[src/rtl/calc_pkg.sv]
// rtl/calc_pkg.sv - op/error/state encodings and default widths for calc_op_sequencer
package calc_pkg;

  localparam int WIDTH_DEFAULT = 25;
  localparam int FRAC_DEFAULT  = 10;

  typedef enum logic [1:0] {
    OP_ADD = 2'd0,
    OP_SUB = 2'd1,
    OP_MUL = 2'd2,
    OP_DIV = 2'd3
  } op_e;

  typedef enum logic [1:0] {
    ERR_NONE = 2'd0,
    ERR_OVF  = 2'd1,
    ERR_DIV0 = 2'd2
  } err_e;

  typedef enum logic [2:0] {
    ST_IDLE   = 3'd0,
    ST_EXEC   = 3'd1,
    ST_MUL_IT = 3'd2,
    ST_DIV_IT = 3'd3,
    ST_NORM   = 3'd4,
    ST_DONE   = 3'd5
  } state_e;

endpackage

[src/rtl/calc_op_sequencer_if.sv]
// rtl/calc_op_sequencer_if.sv - request/response handshake bundle for calc_op_sequencer
interface calc_op_sequencer_if #(
  parameter int WIDTH = 25
);
  logic             req_valid;
  logic             req_ready;
  logic [1:0]       req_op;
  logic [WIDTH-1:0] req_a;
  logic [WIDTH-1:0] req_b;
  logic             rsp_valid;
  logic             rsp_ready;
  logic [WIDTH-1:0] rsp_result;
  logic [1:0]       rsp_error;

  modport master (
    output req_valid, req_op, req_a, req_b, rsp_ready,
    input  req_ready, rsp_valid, rsp_result, rsp_error
  );

  modport slave (
    input  req_valid, req_op, req_a, req_b, rsp_ready,
    output req_ready, rsp_valid, rsp_result, rsp_error
  );
endinterface

[src/rtl/calc_iter_muldiv.sv]
// rtl/calc_iter_muldiv.sv - unsigned iterative shift-add multiplier / restoring divider
module calc_iter_muldiv import calc_pkg::*; #(
  parameter int WIDTH = WIDTH_DEFAULT,
  parameter int FRAC  = FRAC_DEFAULT
) (
  input  logic                      clk,
  input  logic                      reset,
  input  logic                      clear,
  input  logic                      start,
  input  logic                      is_div,
  input  logic [WIDTH-1:0]          a_mag,
  input  logic [WIDTH-1:0]          b_mag,
  output logic                      last,
  output logic [2*WIDTH-FRAC-1:0]   mag
);
  localparam int NDIV = WIDTH + FRAC;
  localparam int PW   = 2 * WIDTH;
  localparam int MW   = PW - FRAC;
  localparam int CW   = $clog2(NDIV + 1);

  logic [CW-1:0]    cnt;
  logic             div_mode;
  logic [PW-1:0]    acc;
  logic [PW-1:0]    mcand;
  logic [WIDTH-1:0] mplier;
  logic [WIDTH-1:0] divisor;
  logic [WIDTH-1:0] rem;
  logic [NDIV-1:0]  quo;
  logic [WIDTH:0]   rem_sh;
  logic [WIDTH:0]   rem_diff;

  // Trial subtraction for the next restoring-division quotient bit.
  always_comb begin
    rem_sh   = {rem, quo[NDIV-1]};
    rem_diff = rem_sh - {1'b0, divisor};
  end

  // Load on start, then one mul bit (LSB first) or one quotient bit (MSB first) per cycle.
  always_ff @(posedge clk or negedge reset) begin
    if (!reset) begin
      cnt      <= '0;
      div_mode <= 1'b0;
      acc      <= '0;
      mcand    <= '0;
      mplier   <= '0;
      divisor  <= '0;
      rem      <= '0;
      quo      <= '0;
    end else if (clear) begin
      cnt <= '0;
    end else if (start) begin
      div_mode <= is_div;
      cnt      <= is_div ? CW'(NDIV) : CW'(WIDTH);
      acc      <= '0;
      mcand    <= {{WIDTH{1'b0}}, b_mag};
      mplier   <= a_mag;
      divisor  <= b_mag;
      rem      <= '0;
      quo      <= {a_mag, {FRAC{1'b0}}};
    end else if (cnt != '0) begin
      cnt <= cnt - CW'(1);
      if (div_mode) begin
        if (!rem_diff[WIDTH]) begin
          rem <= rem_diff[WIDTH-1:0];
          quo <= {quo[NDIV-2:0], 1'b1};
        end else begin
          rem <= rem_sh[WIDTH-1:0];
          quo <= {quo[NDIV-2:0], 1'b0};
        end
      end else begin
        if (mplier[0]) acc <= acc + mcand;
        mcand  <= mcand << 1;
        mplier <= mplier >> 1;
      end
    end
  end

  // last marks the cycle whose edge performs the final step; mag is the truncated magnitude.
  assign last = (cnt == CW'(1));
  assign mag  = div_mode ? MW'(quo) : acc[PW-1:FRAC];

endmodule

[src/rtl/calc_op_sequencer.sv]
// rtl/calc_op_sequencer.sv - fixed-point add/sub/mul/div sequencer; CALC_SEQ_SATURATE_EN clamps on overflow
module calc_op_sequencer import calc_pkg::*; #(
  parameter int WIDTH = WIDTH_DEFAULT,
  parameter int FRAC  = FRAC_DEFAULT
) (
  input  logic              clk,
  input  logic              reset,
  input  logic              abort,
  calc_op_sequencer_if.slave bus,
  output logic              busy
);
  localparam int MW = 2 * WIDTH - FRAC;
  localparam logic [MW-1:0] LIM_POS = {{(MW-WIDTH+1){1'b0}}, {(WIDTH-1){1'b1}}};
  localparam logic [MW-1:0] LIM_NEG = LIM_POS + MW'(1);
`ifdef CALC_SEQ_SATURATE_EN
  localparam logic [WIDTH-1:0] RES_MAX = {1'b0, {(WIDTH-1){1'b1}}};
  localparam logic [WIDTH-1:0] RES_MIN = {1'b1, {(WIDTH-1){1'b0}}};
`endif

  state_e           state, state_nxt;
  op_e              op_q;
  logic             sa, sb;
  logic [WIDTH-1:0] a_mag, b_mag;
  logic             accept, core_start, core_last;
  logic [MW-1:0]    core_mag;
  logic [WIDTH-1:0] a_val, b_val, add_res, md_res;
  logic [WIDTH:0]   sum;
  logic             add_ovf, md_neg, md_ovf;

  calc_iter_muldiv #(.WIDTH(WIDTH), .FRAC(FRAC)) u_core (
    .clk    (clk),
    .reset  (reset),
    .clear  (abort),
    .start  (core_start),
    .is_div (op_q == OP_DIV),
    .a_mag  (a_mag),
    .b_mag  (b_mag),
    .last   (core_last),
    .mag    (core_mag)
  );

  assign accept = bus.req_valid && bus.req_ready && !abort;

  // Next-state, handshake and core-start decode; abort overrides everything.
  always_comb begin
    state_nxt     = state;
    core_start    = 1'b0;
    busy          = (state != ST_IDLE);
    bus.req_ready = (state == ST_IDLE);
    case (state)
      ST_IDLE: if (bus.req_valid) state_nxt = ST_EXEC;
      ST_EXEC: begin
        if (op_q == OP_MUL) begin
          state_nxt  = ST_MUL_IT;
          core_start = 1'b1;
        end else if (op_q == OP_DIV && b_mag != '0) begin
          state_nxt  = ST_DIV_IT;
          core_start = 1'b1;
        end else begin
          state_nxt = ST_DONE;
        end
      end
      ST_MUL_IT, ST_DIV_IT: if (core_last) state_nxt = ST_NORM;
      ST_NORM: state_nxt = ST_DONE;
      ST_DONE: if (bus.rsp_valid && bus.rsp_ready) state_nxt = ST_IDLE;
      default: state_nxt = ST_IDLE;
    endcase
    if (abort) begin
      state_nxt  = ST_IDLE;
      core_start = 1'b0;
    end
  end

  // Signed add/sub at WIDTH+1 bits and sign/overflow handling of the mul/div magnitude.
  always_comb begin
    a_val   = sa ? -a_mag : a_mag;
    b_val   = sb ? -b_mag : b_mag;
    if (op_q == OP_SUB) sum = {a_val[WIDTH-1], a_val} - {b_val[WIDTH-1], b_val};
    else                sum = {a_val[WIDTH-1], a_val} + {b_val[WIDTH-1], b_val};
    add_ovf = sum[WIDTH] ^ sum[WIDTH-1];
    md_neg  = sa ^ sb;
    md_ovf  = md_neg ? (core_mag > LIM_NEG) : (core_mag > LIM_POS);
`ifdef CALC_SEQ_SATURATE_EN
    add_res = add_ovf ? (sum[WIDTH] ? RES_MIN : RES_MAX) : sum[WIDTH-1:0];
    md_res  = md_ovf ? (md_neg ? RES_MIN : RES_MAX)
                     : (md_neg ? -core_mag[WIDTH-1:0] : core_mag[WIDTH-1:0]);
`else
    add_res = sum[WIDTH-1:0];
    md_res  = md_neg ? -core_mag[WIDTH-1:0] : core_mag[WIDTH-1:0];
`endif
  end

  // State register.
  always_ff @(posedge clk or negedge reset) begin
    if (!reset) state <= ST_IDLE;
    else        state <= state_nxt;
  end

  // Capture the accepted request as op, operand signs and magnitudes.
  always_ff @(posedge clk or negedge reset) begin
    if (!reset) begin
      op_q  <= OP_ADD;
      sa    <= 1'b0;
      sb    <= 1'b0;
      a_mag <= '0;
      b_mag <= '0;
    end else if (accept) begin
      op_q  <= op_e'(bus.req_op);
      sa    <= bus.req_a[WIDTH-1];
      sb    <= bus.req_b[WIDTH-1];
      a_mag <= bus.req_a[WIDTH-1] ? -bus.req_a : bus.req_a;
      b_mag <= bus.req_b[WIDTH-1] ? -bus.req_b : bus.req_b;
    end
  end

  // Response registers: result/error load at completion, valid held through DONE until taken.
  always_ff @(posedge clk or negedge reset) begin
    if (!reset) begin
      bus.rsp_valid  <= 1'b0;
      bus.rsp_result <= '0;
      bus.rsp_error  <= ERR_NONE;
    end else if (abort) begin
      bus.rsp_valid <= 1'b0;
    end else begin
      if (state == ST_EXEC && (op_q == OP_ADD || op_q == OP_SUB)) begin
        bus.rsp_result <= add_res;
        bus.rsp_error  <= add_ovf ? ERR_OVF : ERR_NONE;
      end
      if (state == ST_EXEC && op_q == OP_DIV && b_mag == '0) begin
        bus.rsp_result <= '0;
        bus.rsp_error  <= ERR_DIV0;
      end
      if (state == ST_NORM) begin
        bus.rsp_result <= md_res;
        bus.rsp_error  <= md_ovf ? ERR_OVF : ERR_NONE;
      end
      bus.rsp_valid <= (state == ST_DONE) && !(bus.rsp_valid && bus.rsp_ready);
    end
  end

endmodule
[src/flat_wrapper.sv]
// flat-port wrapper written by rule: the top's interface ports become plain ports
module calc_op_sequencer_flat import calc_pkg::*;
#(
  parameter int WIDTH = WIDTH_DEFAULT,
  parameter int FRAC  = FRAC_DEFAULT
)
  (clk, reset, abort, busy, bus_req_valid, bus_req_op, bus_req_a, bus_req_b, bus_rsp_ready, bus_req_ready, bus_rsp_valid, bus_rsp_result, bus_rsp_error);
  calc_op_sequencer_if #(.WIDTH(WIDTH)) bus_i ();
  input  logic clk;
  input  logic reset;
  input  logic abort;
  output logic busy;
  input wire logic [$bits(bus_i.req_valid)-1:0] bus_req_valid;
  input wire logic [$bits(bus_i.req_op)-1:0] bus_req_op;
  input wire logic [$bits(bus_i.req_a)-1:0] bus_req_a;
  input wire logic [$bits(bus_i.req_b)-1:0] bus_req_b;
  input wire logic [$bits(bus_i.rsp_ready)-1:0] bus_rsp_ready;
  output wire logic [$bits(bus_i.req_ready)-1:0] bus_req_ready;
  output wire logic [$bits(bus_i.rsp_valid)-1:0] bus_rsp_valid;
  output wire logic [$bits(bus_i.rsp_result)-1:0] bus_rsp_result;
  output wire logic [$bits(bus_i.rsp_error)-1:0] bus_rsp_error;
  assign bus_i.req_valid = bus_req_valid;
  assign bus_i.req_op = bus_req_op;
  assign bus_i.req_a = bus_req_a;
  assign bus_i.req_b = bus_req_b;
  assign bus_i.rsp_ready = bus_rsp_ready;
  assign bus_req_ready = bus_i.req_ready;
  assign bus_rsp_valid = bus_i.rsp_valid;
  assign bus_rsp_result = bus_i.rsp_result;
  assign bus_rsp_error = bus_i.rsp_error;
  calc_op_sequencer #(.WIDTH(WIDTH), .FRAC(FRAC)) u_core (.clk(clk), .reset(reset), .abort(abort), .bus(bus_i), .busy(busy));
endmodule
[config.mk]
export PLATFORM = sky130hd
export DESIGN_NAME = calc_op_sequencer_flat
export DESIGN_NICKNAME = d
export VERILOG_FILES = /design/src/rtl/calc_pkg.sv /design/src/rtl/calc_op_sequencer_if.sv /design/src/rtl/calc_iter_muldiv.sv /design/src/rtl/calc_op_sequencer.sv /design/src/flat_wrapper.sv
export SDC_FILE = /design/constraint.sdc
export NUM_CORES = 1
export LEC_CHECK = 0
export BUFFER_PORTS_ARGS = -buffer_cell sky130_fd_sc_hd__buf_2
export CAP_MARGIN = 15
export CORE_ASPECT_RATIO = 1.75
export CORE_MARGIN = 3
export CORE_UTILIZATION = 40
export CTS_CLUSTER_DIAMETER = 120
export DETAILED_ROUTE_END_ITERATION = 8
export PLACE_DENSITY = 0.63
export SLEW_MARGIN = 20
export SYNTH_ARGS = -nofsm -noshare
export SYNTH_HDL_FRONTEND = slang
export SYNTH_SLANG_ARGS = --single-unit
export TNS_END_PERCENT = 10
[constraint.sdc]
create_clock -name clk -period 8.5 [get_ports clk]
set_input_delay 2.125 -clock clk [delete_from_list [all_inputs] [get_ports clk]]
set_output_delay 2.125 -clock clk [all_outputs]
set_load 0.03 [all_outputs]
# Word level (Yosys, flattened, before mapping)
# Cells that the tools add are included.
op_classes:
  addsub: 10
  magnitude_cmp: 2
  eq_ne: 13
  muxes: 50
  bitwise_logic: 3
  reduce_logical: 29
op_table:
  columns: ["op", "count"]
  rows:
  - ["$mux 25", 15]
  - ["$mux 50", 7]
  - ["$neg 25->25", 5]
  - ["$mux 35", 3]
  - ["$add 50x50->50", 1]
  - ["$gt 40x24->1 const B", 1]
  - ["$gt 40x25->1 const B", 1]
  - ["$mux 40", 1]
  - ["$add 25x25->26", 1]
  - ["$mux 26", 1]
  - ["$sub 25x25->26", 1]
  - ["$sub 26x25->26", 1]
  - ["$logic_not 25->1", 1]
  - ["$reduce_bool 25->1", 1]
  - ["$mux 6", 4]
  - ["$mux 3", 6]
  - ["$pmux 3 s5", 1]
  - ["$mux 1", 9]
  - ["$reduce_and 3->1", 3]
  - ["$reduce_bool 3->1", 3]
  - ["$logic_and 1x1->1", 8]
  - ["$eq 3x2->1 const B", 2]
  - ["$eq 3x3->1 const B", 2]
  - ["$eq 6x1->1 const B", 1]
  - ["other kinds (19)", 28]
word_totals:
  ff_bits: 302
  in_bits: 57
  output_inout_bits: 30
  wordCells: 124

# Logic depth before layout (Yosys ltp)
# Gate-level depths: netlist (run 1).
logic_depth:
  ltp_word: 9
  mapped_depth: 24
  mapped_depth_nobuf: 22

# Modules after synthesis
# From an unflattened synthesis (run 1), not the netlist that was laid out.
hier_totals:
  cells_unflattened: 2530
  area_unflattened_um2: 21911.0
modules_own_cells:
  columns: ["module", "instances", "cells_each", "area_per_inst_um2", "seq_area_each_um2"]
  rows:
  - ["calc_iter_muldiv", 1, 1509, 13863.3, 5430.2]
  - ["calc_op_sequencer", 1, 1021, 8047.7, 2127.0]

# Least setup slack after synthesis (run 1)
# Ideal clock, no wire load.
synth_timing:
  kind: "flip-flop to flip-flop"
  from: "register u_core.b_mag[0]"
  to: "register u_core.bus.rsp_error[0]"
  setup_time_ns: 0.066
  arrival_ns: 4.935
  required_time_ns: 8.434
  slack_ns: 3.498
  path_stages_with_launch: 25
  path_buffers: 2
  period_less_slack_ns: 5.002
  cell_sequence: "dfrtp_1 -> clkbuf_1 -> inv_1 -> ha_1 -> or3b_2 -> buf_2 -> nor4_1 -> a21oi_1 -> o32ai_1 -> a41o_1 -> o21ai_0 -> o21a_1 -> a21oi_1 -> xnor2_1 -> ha_1 -> a21o_1 -> a21o_1 -> nor2_1 -> o211ai_1 -> o21ai_0 -> o21ai_0 -> o31a_1 -> xnor3_1 -> mux2_2 -> nand2_1"
synth_via:
  elab_chain_len: 9
  word_cells_on_any_way: 14
  classes_between: "3 x add/sub; 6 x mux; 1 x bitwise; 4 x reduce/logical"
synth_rtl:
  columns: ["element", "line_no", "rtl"]
  rows:
  - ["start, declared", "calc_op_sequencer.sv:23", "logic [WIDTH-1:0] a_mag, b_mag;"]
  - ["start signal, assigned", "calc_op_sequencer.sv:112", "b_mag <= bus.req_b[WIDTH-1] ? -bus.req_b : bus.req_b;"]
  - ["$neg 25->25", "calc_op_sequencer.sv:77", "b_val = sb ? -b_mag : b_mag;"]
  - ["$mux 25", "calc_op_sequencer.sv:77", null]
  - ["$add 25x25->26 or $sub 25x25->26 (tied branches)", "calc_op_sequencer.sv:79, calc_op_sequencer.sv:78", null]
  - ["$mux 26", "calc_op_sequencer.sv:78", "if (op_q == OP_SUB) sum = {a_val[WIDTH-1], a_val} - {b_val[WIDTH-1], b_val};"]
  - ["$xor 1x1->1", "calc_op_sequencer.sv:80", "add_ovf = sum[WIDTH] ^ sum[WIDTH-1];"]
  - ["$mux 1", "calc_op_sequencer.sv:127", "bus.rsp_error <= add_ovf ? ERR_OVF : ERR_NONE;"]
  - ["$mux 2", "calc_op_sequencer.sv:125", "if (state == ST_EXEC && (op_q == OP_ADD || op_q == OP_SUB)) begin"]
  - ["$mux 2", "calc_op_sequencer.sv:129", "if (state == ST_EXEC && op_q == OP_DIV && b_mag == '0) begin"]
  - ["$mux 2", "calc_op_sequencer.sv:133", "if (state == ST_NORM) begin"]
  - ["end signal, assigned", "calc_op_sequencer.sv:127", null]
  - ["end signal, assigned", "calc_op_sequencer.sv:135", "bus.rsp_error <= md_ovf ? ERR_OVF : ERR_NONE;"]
  - ["end, declared", "calc_op_sequencer_if.sv:22", "output req_ready, rsp_valid, rsp_result, rsp_error"]
# Several ways; a longest one is shown, not always the timed one. The select of a mux whose other input is x is not followed.
# A chain may end at the register's enable or synchronous reset.

# Final worst setup path (run 1)
# Ends and elaborated chain as after synthesis.

==> flow_summary.yaml, run 1 <==
synth:
  avgSynthCellArea_um2: 8.41
  ys_ff_latch: 302
  synth_largest_area_cell: "dfrtp_1"
  yosysSeqAreaShare_pct: 35.9
  synth.area.mux_share_pct: 1.71
  synth_top_family_by_area: "compound AO/OA/AOI/OAI gates"
  synth_adder_area_share_pct: 6.65
  netlist_instances: 2501
  synth_ff_type: "dfrtp_1"
  ys_types: 80
  synth_xor_area_share_pct: 9.15
  synthSimpleGateAreaFrac_pct: 18.1
  synth_compound_area_share_pct: 24.3
  syn-num-nets: 2668
  synthTopCellsByArea: "dfrtp_1, ha_1, o21ai_0"
  ys_warn_count: 0
  synthArstFlopShare_pct: 100
  netlist_area_um2: 21000
  synth_edf_count: 0
  yosys.area.top_type_share_pct: 35.9
routing:
  avgRoutedWirePerCell_um: 19.9
  dr_total_vias: 18740
  drc: 0
  initialDrtViolationCount: 1350
  drt_first_pass_iters: 5
  ant_nets: 0
  vias_per_cell: 5.88
  routed_wl_um: 63400
place:
  dp_hpwl_um: 48300
  place_congestion: 0.923
  port_buffers: 86
cells_and_area:
  synthToLayoutAreaGrowth_pct: 9.40
  drive_gt1_share_pct: 7.83
  fillers: 5234
  fin_nets: 2660
  diodes: 0
timing:
  relSlewSlack_pct: 29.2
  finClkSkew_ps: 18.3
  slew_viol_final: 0
  finalSetupViolations: 0
  tns_ps: 0
  period_share_pct: 68.7
  tightest_slew_ps: 1060
  layout_min_cycle_time_ps: 5840
  hold_viol: 0
  max_freq_mhz: 171
  rsz0062_at_grt: "no"
clocking:
  cts_tree: "built"
  clk_pin_slew_worst_paths_ps: 70
  cts.path.max_buffers: 3
  cts_resized: 0
  clkLatencyLatePin_ps: 600
  cts_buffers: 31
  h-tree-depth: 1
  clock-root-buffer: "clkbuf_16"
  clock_sinks: 302
  cts_hold_buf: 0
  post_cts_buffers: 0
global_routing:
  grt_max_degree: 146
  grt_usage_pct: 22.8
  grt_pass1_wl_um: 101000
  grt-ovfl-total: 0
  antenna_found_initial: 1
  grt_pass1_vias: 18579
worst_setup_path:
  cp-start-kind: "register"
  required_ps: 9040
  worstSetupEndpointType: "register"
  critical_path_class: "reg2reg"
  worstPathArrival_ps: 6370
  path_max_fanout: 10
floorplan:
  dieHeight_um: 309
  io_pins: 87
  start_util_pct: 40.6
  die_w_um: 179
  rows: 110
  die_area_um2: 55500
  core_area_um2: 51700
status:
  status: "finished clean"
job:
  maxCapViolCount: 0
hold_path:
  hp-class: "reg2reg"
-- synth_stat cells, types with 34 or more instances --
cell type  count
clkbuf_1     123
dfrtp_1      302
xor2_1       110
nand2_1      336
ha_1         107
xnor2_1      107
o21ai_0      261
nor3_1        50
nor2_1       142
a21o_1        49
a31oi_1       34
a21oi_1      195
a22o_1        36
o31ai_1       37
nand3_1       55
inv_1         74
-- layout by cell type, fill, tap and decap left out, types with 17 or more instances in the layout --
cell type	n
a21o_1	47
a21oi_1	194
a22o_1	36
a22oi_1	21
a31oi_1	34
and3_1	32
buf_2	85
buf_4	22
clkbuf_16	31
dfrtp_1	301
ha_1	107
inv_1	74
mux2i_1	28
nand2_1	335
nand2b_1	31
nand3_1	55
nor2_1	142
nor2b_1	19
nor3_1	48
nor4_1	21
o211ai_1	17
o21a_1	20
o21ai_0	261
o21bai_1	23
o311ai_1	17
o31ai_1	37
or3_1	20
or4_1	20
xnor2_1	107
xor2_1	110
-- worst max-delay path: stages (launching register included) --
cell	delay, ps
dfrtp_1	490
inv_1	140
ha_1	260
or3b_2	590
o21ai_0	280
nand2_1	70
a21boi_0	200
and2_1	180
a31oi_1	160
or2_2	380
nor3_1	250
xnor2_1	170
ha_1	400
nand4_1	110
a2111oi_0	640
o21ai_0	280
o21ai_0	340
o31a_1	190
xnor3_1	320
mux2_2	290
nand2_1	60
-- layer usage --
layer  global-route usage [%]  wire [um]
met4                     11.0       3350
met3                     2.16       2350
met1                     26.6      24800
met5                        0         12
met2                     41.5      32900
-- path summary, 6_finish.rpt --
kind	endpoint	slack [ps]	startpoint	depth (start not counted)
worst max-delay path	u_core.bus.rsp_error[0]$_DFFE_PN0P_	2660	u_core.b_mag[0]$_DFFE_PN0P_	20
worst min-delay path	u_core.u_core.mplier[5]$_DFFE_PN0P_	490	u_core.u_core.mplier[5]$_DFFE_PN0P_	2
worst max register to register	u_core.bus.rsp_error[0]$_DFFE_PN0P_	2660	u_core.b_mag[0]$_DFFE_PN0P_	20
worst min register to register	u_core.u_core.mplier[5]$_DFFE_PN0P_	490	u_core.u_core.mplier[5]$_DFFE_PN0P_	2
max in group asynchronous	u_core.a_mag[13]$_DFFE_PN0P_	5570	reset	2
min in group asynchronous	u_core.u_core.rem[5]$_DFFE_PN0P_	1590	reset	1
-- registers in the layout, summed over array words and instances (netlist names), 25 cells and up --
signal	count
u_core.u_core.mplier	25
u_core.u_core.quo	35
u_core.bus.rsp_result	25
u_core.a_mag	25
u_core.u_core.rem	25
u_core.b_mag	25
u_core.u_core.mcand	50
u_core.u_core.divisor	25
u_core.u_core.acc	50
-- per-stage QoR --
step | cell area, um2 | hold WS, ps | setup slack [ps] | cells | util (%)
final | 23000 | 489 | 2660 | 3188 | 44.4
after global routing | 23000 | 519 | 2280 | 3188 | 44.4
after CTS | 23000 | 489 | 2740 | 3188 | 44.4
after detailed placement | 21900 | 474 | 2770 | 3132 | 42.4
after global placement | 21900 | 463 | 2920 | 3132 | 42.4
after floorplan | 21000 | 446 | 3500 | 2501 | -
-- layout make-up --
| cell class | count | area (um2) | share of cell area, % |
|---|---|---|---|
| clock buffer | 46 | 892 | 3.88 |
| clock inverter | 10 | 159 | 0.691 |
| inverter | 74 | 278 | 1.21 |
| multi-input combinational | 1975 | 12600 | 55.0 |
| sequential | 302 | 7560 | 32.9 |
| tap | 672 | 841 | 3.66 |
| timing repair buffer | 109 | 626 | 2.72 |
-- cells by family after synthesis --
logic type,count (synthesis)
AO/OA/AOI/OAI,812
XOR/XNOR,218
adder cells (fa/ha/maj),110
buffers and inverters,224
flip-flops,302
multiplexers,35
AND/OR/NAND/NOR,800
Power of run 1 is left out: the tool's default activity adds up to more than one toggle a clock period on the data nets, which glitch-free logic cannot reach.
==> run 2, diff against run 1 <==
==> constraint.sdc (replaced) <==
create_clock -name clk -period 5.4 [get_ports clk]
set_input_delay 1.35 -clock clk [delete_from_list [all_inputs] [get_ports clk]]
set_output_delay 1.35 -clock clk [all_outputs]
set_load 0.03 [all_outputs]
==> flow_summary.yaml, run 2 (same netlist as run 1, synthesis figures left out) <==
clocking:
  clock-root-buffer: "clkbuf_16"
  post_cts_buffers: 0
  cts_buffers: 31
  clk_pin_slew_worst_paths_ps: 60
  clkLatencyLatePin_ps: 590
  clock_sinks: 302
  h-tree-depth: 1
  cts_tree: "built"
  cts.path.max_buffers: 3
routing:
  ant_nets: 0
  routed_wl_um: 65600
  vias_per_cell: 5.87
  avgRoutedWirePerCell_um: 20.3
  initialDrtViolationCount: 1343
  drt_first_pass_iters: 8
  dr_total_vias: 18957
  drc: 0
cells_and_area:
  synthToLayoutAreaGrowth_pct: 11.6
  fin_nets: 2705
  final_common_cell: "nand2_1"
  mostFrequentLayoutCells: "nand2_1, dfrtp_1, o21ai_0, a21oi_1, nor2_1"
  diodes: 0
  fillers: 5232
  drive_gt1_share_pct: 9.73
  reg_top3: "u_core.u_core.acc (50), u_core.u_core.mcand (50), u_core.u_core.quo (35)"
global_routing:
  grt_max_degree: 112
  grt_pass1_vias: 18800
  antenna_found_initial: 0
  grt_usage_pct: 23.5
  grt-ovfl-total: 0
  grt_pass1_wl_um: 103000
worst_setup_path:
  cp_slowest_cell: "or4_1"
  cpPeakStageDelay_ps: 650
  critPathTopFamily: "simple AND/OR/NAND/NOR gates"
  cp_cell_sequence: "or4_1 > buf_4 > or4_1 > or4_1 > a21oi_1 > a2bb2o_4 > o41ai_1 > xnor2_1 > ha_1 > inv_1 > nor2_1 > nor2_1 > o21ai_0 > o31a_1 > xnor3_1 > mux2_2 > nand2_1"
  critical_path_class: "reg2reg"
  worstSetupEndpointType: "register"
  critPathLaunch: "u_core.b_mag[1]$_DFFE_PN0P_"
  worstPathArrival_ps: 5630
  required_ps: 5930
  cp-start-kind: "register"
  r2r-start: "u_core.b_mag[1]$_DFFE_PN0P_"
  path_max_fanout: 9
  crit_buf_inv: 2
  path_common_cell: "or4_1"
floorplan:
  io_pins: 87
  core_area_um2: 51700
  start_util_pct: 40.6
  die_area_um2: 55500
  die_w_um: 179
  rows: 110
  dieHeight_um: 309
timing:
  hold_viol: 0
  worst_slack_ps: 295
  period_share_pct: 94.5
  holdWs_ps: 485
  tns_ps: 0
  finClkSkew_ps: 14.0
  finalSetupViolations: 0
  relSlewSlack_pct: 30.2
  slew_viol_final: 0
  rsz0062_at_grt: "no"
  max_freq_mhz: 196
  layout_min_cycle_time_ps: 5110
  tightest_slew_ps: 1050
job:
  maxCapViolCount: 0
place:
  dp_hpwl_um: 50400
  port_buffers: 86
  place_congestion: 0.909
  dp_slack_ps: 57.8
hold_path:
  hp-class: "reg2reg"
  min_from: "u_core.u_core.acc[9]$_DFFE_PN0P_"
status:
  status: "finished clean"
run 2: cell count changes in the layout (fill, tap and decap cells not counted), sizes merged:
cell	delta
clkbuf	-6
bufinv	+2
clkinvlp	-1
inv	+3
buf	+45
run 2: final cells by class:
| cell class | count | area [um2] | area share (%) |
|---|---|---|---|
| multi-input cells | 1975 | 12700 | 54.1 |
| inverters | 74 | 278 | 1.18 |
| clock buffers | 40 | 850 | 3.62 |
| well taps | 672 | 841 | 3.59 |
| flip-flops and latches | 302 | 7560 | 32.2 |
| repair buffers | 154 | 1010 | 4.32 |
| clock inverters | 14 | 234 | 0.998 |
run 2: worst paths after layout:
check	endpoint	slack [ps]	depth (start not counted)
min in group asynchronous	u_core.u_core.acc[7]$_DFFE_PN0P_	820	1
max reg2reg	u_core.bus.rsp_error[0]$_DFFE_PN0P_	290	17
max	u_core.bus.rsp_error[0]$_DFFE_PN0P_	290	17
min reg2reg	u_core.u_core.acc[9]$_DFFE_PN0P_	490	2
min	u_core.u_core.acc[9]$_DFFE_PN0P_	490	2
max in group asynchronous	u_core.u_core.quo[11]$_DFFE_PN0P_	3400	2
run 2: repair_timing:
action / in CTS / in global routing
endpoints found under the setup margin: 0 / 7
gates resized for setup: 0 / 9
hold buffers: 0 / 0
run 2: worst reg2reg max path: stages (launching register included):
cell	delay, ps
dfrtp_1	420
or4_1	650
buf_4	200
or4_1	570
or4_1	460
a21oi_1	220
a2bb2o_4	260
o41ai_1	380
xnor2_1	160
ha_1	350
inv_1	130
nor2_1	60
nor2_1	70
o21ai_0	120
o31a_1	280
xnor3_1	310
mux2_2	340
nand2_1	60
run 2: stage by stage:
step | instances | utilization (%) | cell area (um2)
floorplan | 2501 | - | 21000
global placement | 3177 | 43.2 | 22300
detailed placement | 3177 | 43.2 | 22300
CTS | 3231 | 45.3 | 23400
global route | 3231 | 45.3 | 23500
finish | 3231 | 45.3 | 23500
run 2: layer usage:
metal / global-route usage [%] / up-vias / part of all wire (%)
met5: 0 / - / 0
li1: - / 9084 / -
met4: 11.2 / 0 / 5.6
met3: 1.84 / 142 / 3.7
met2: 42.7 / 553 / 52
met1: 27.8 / 9178 / 39
Power of run 2 is left out for the same reason.
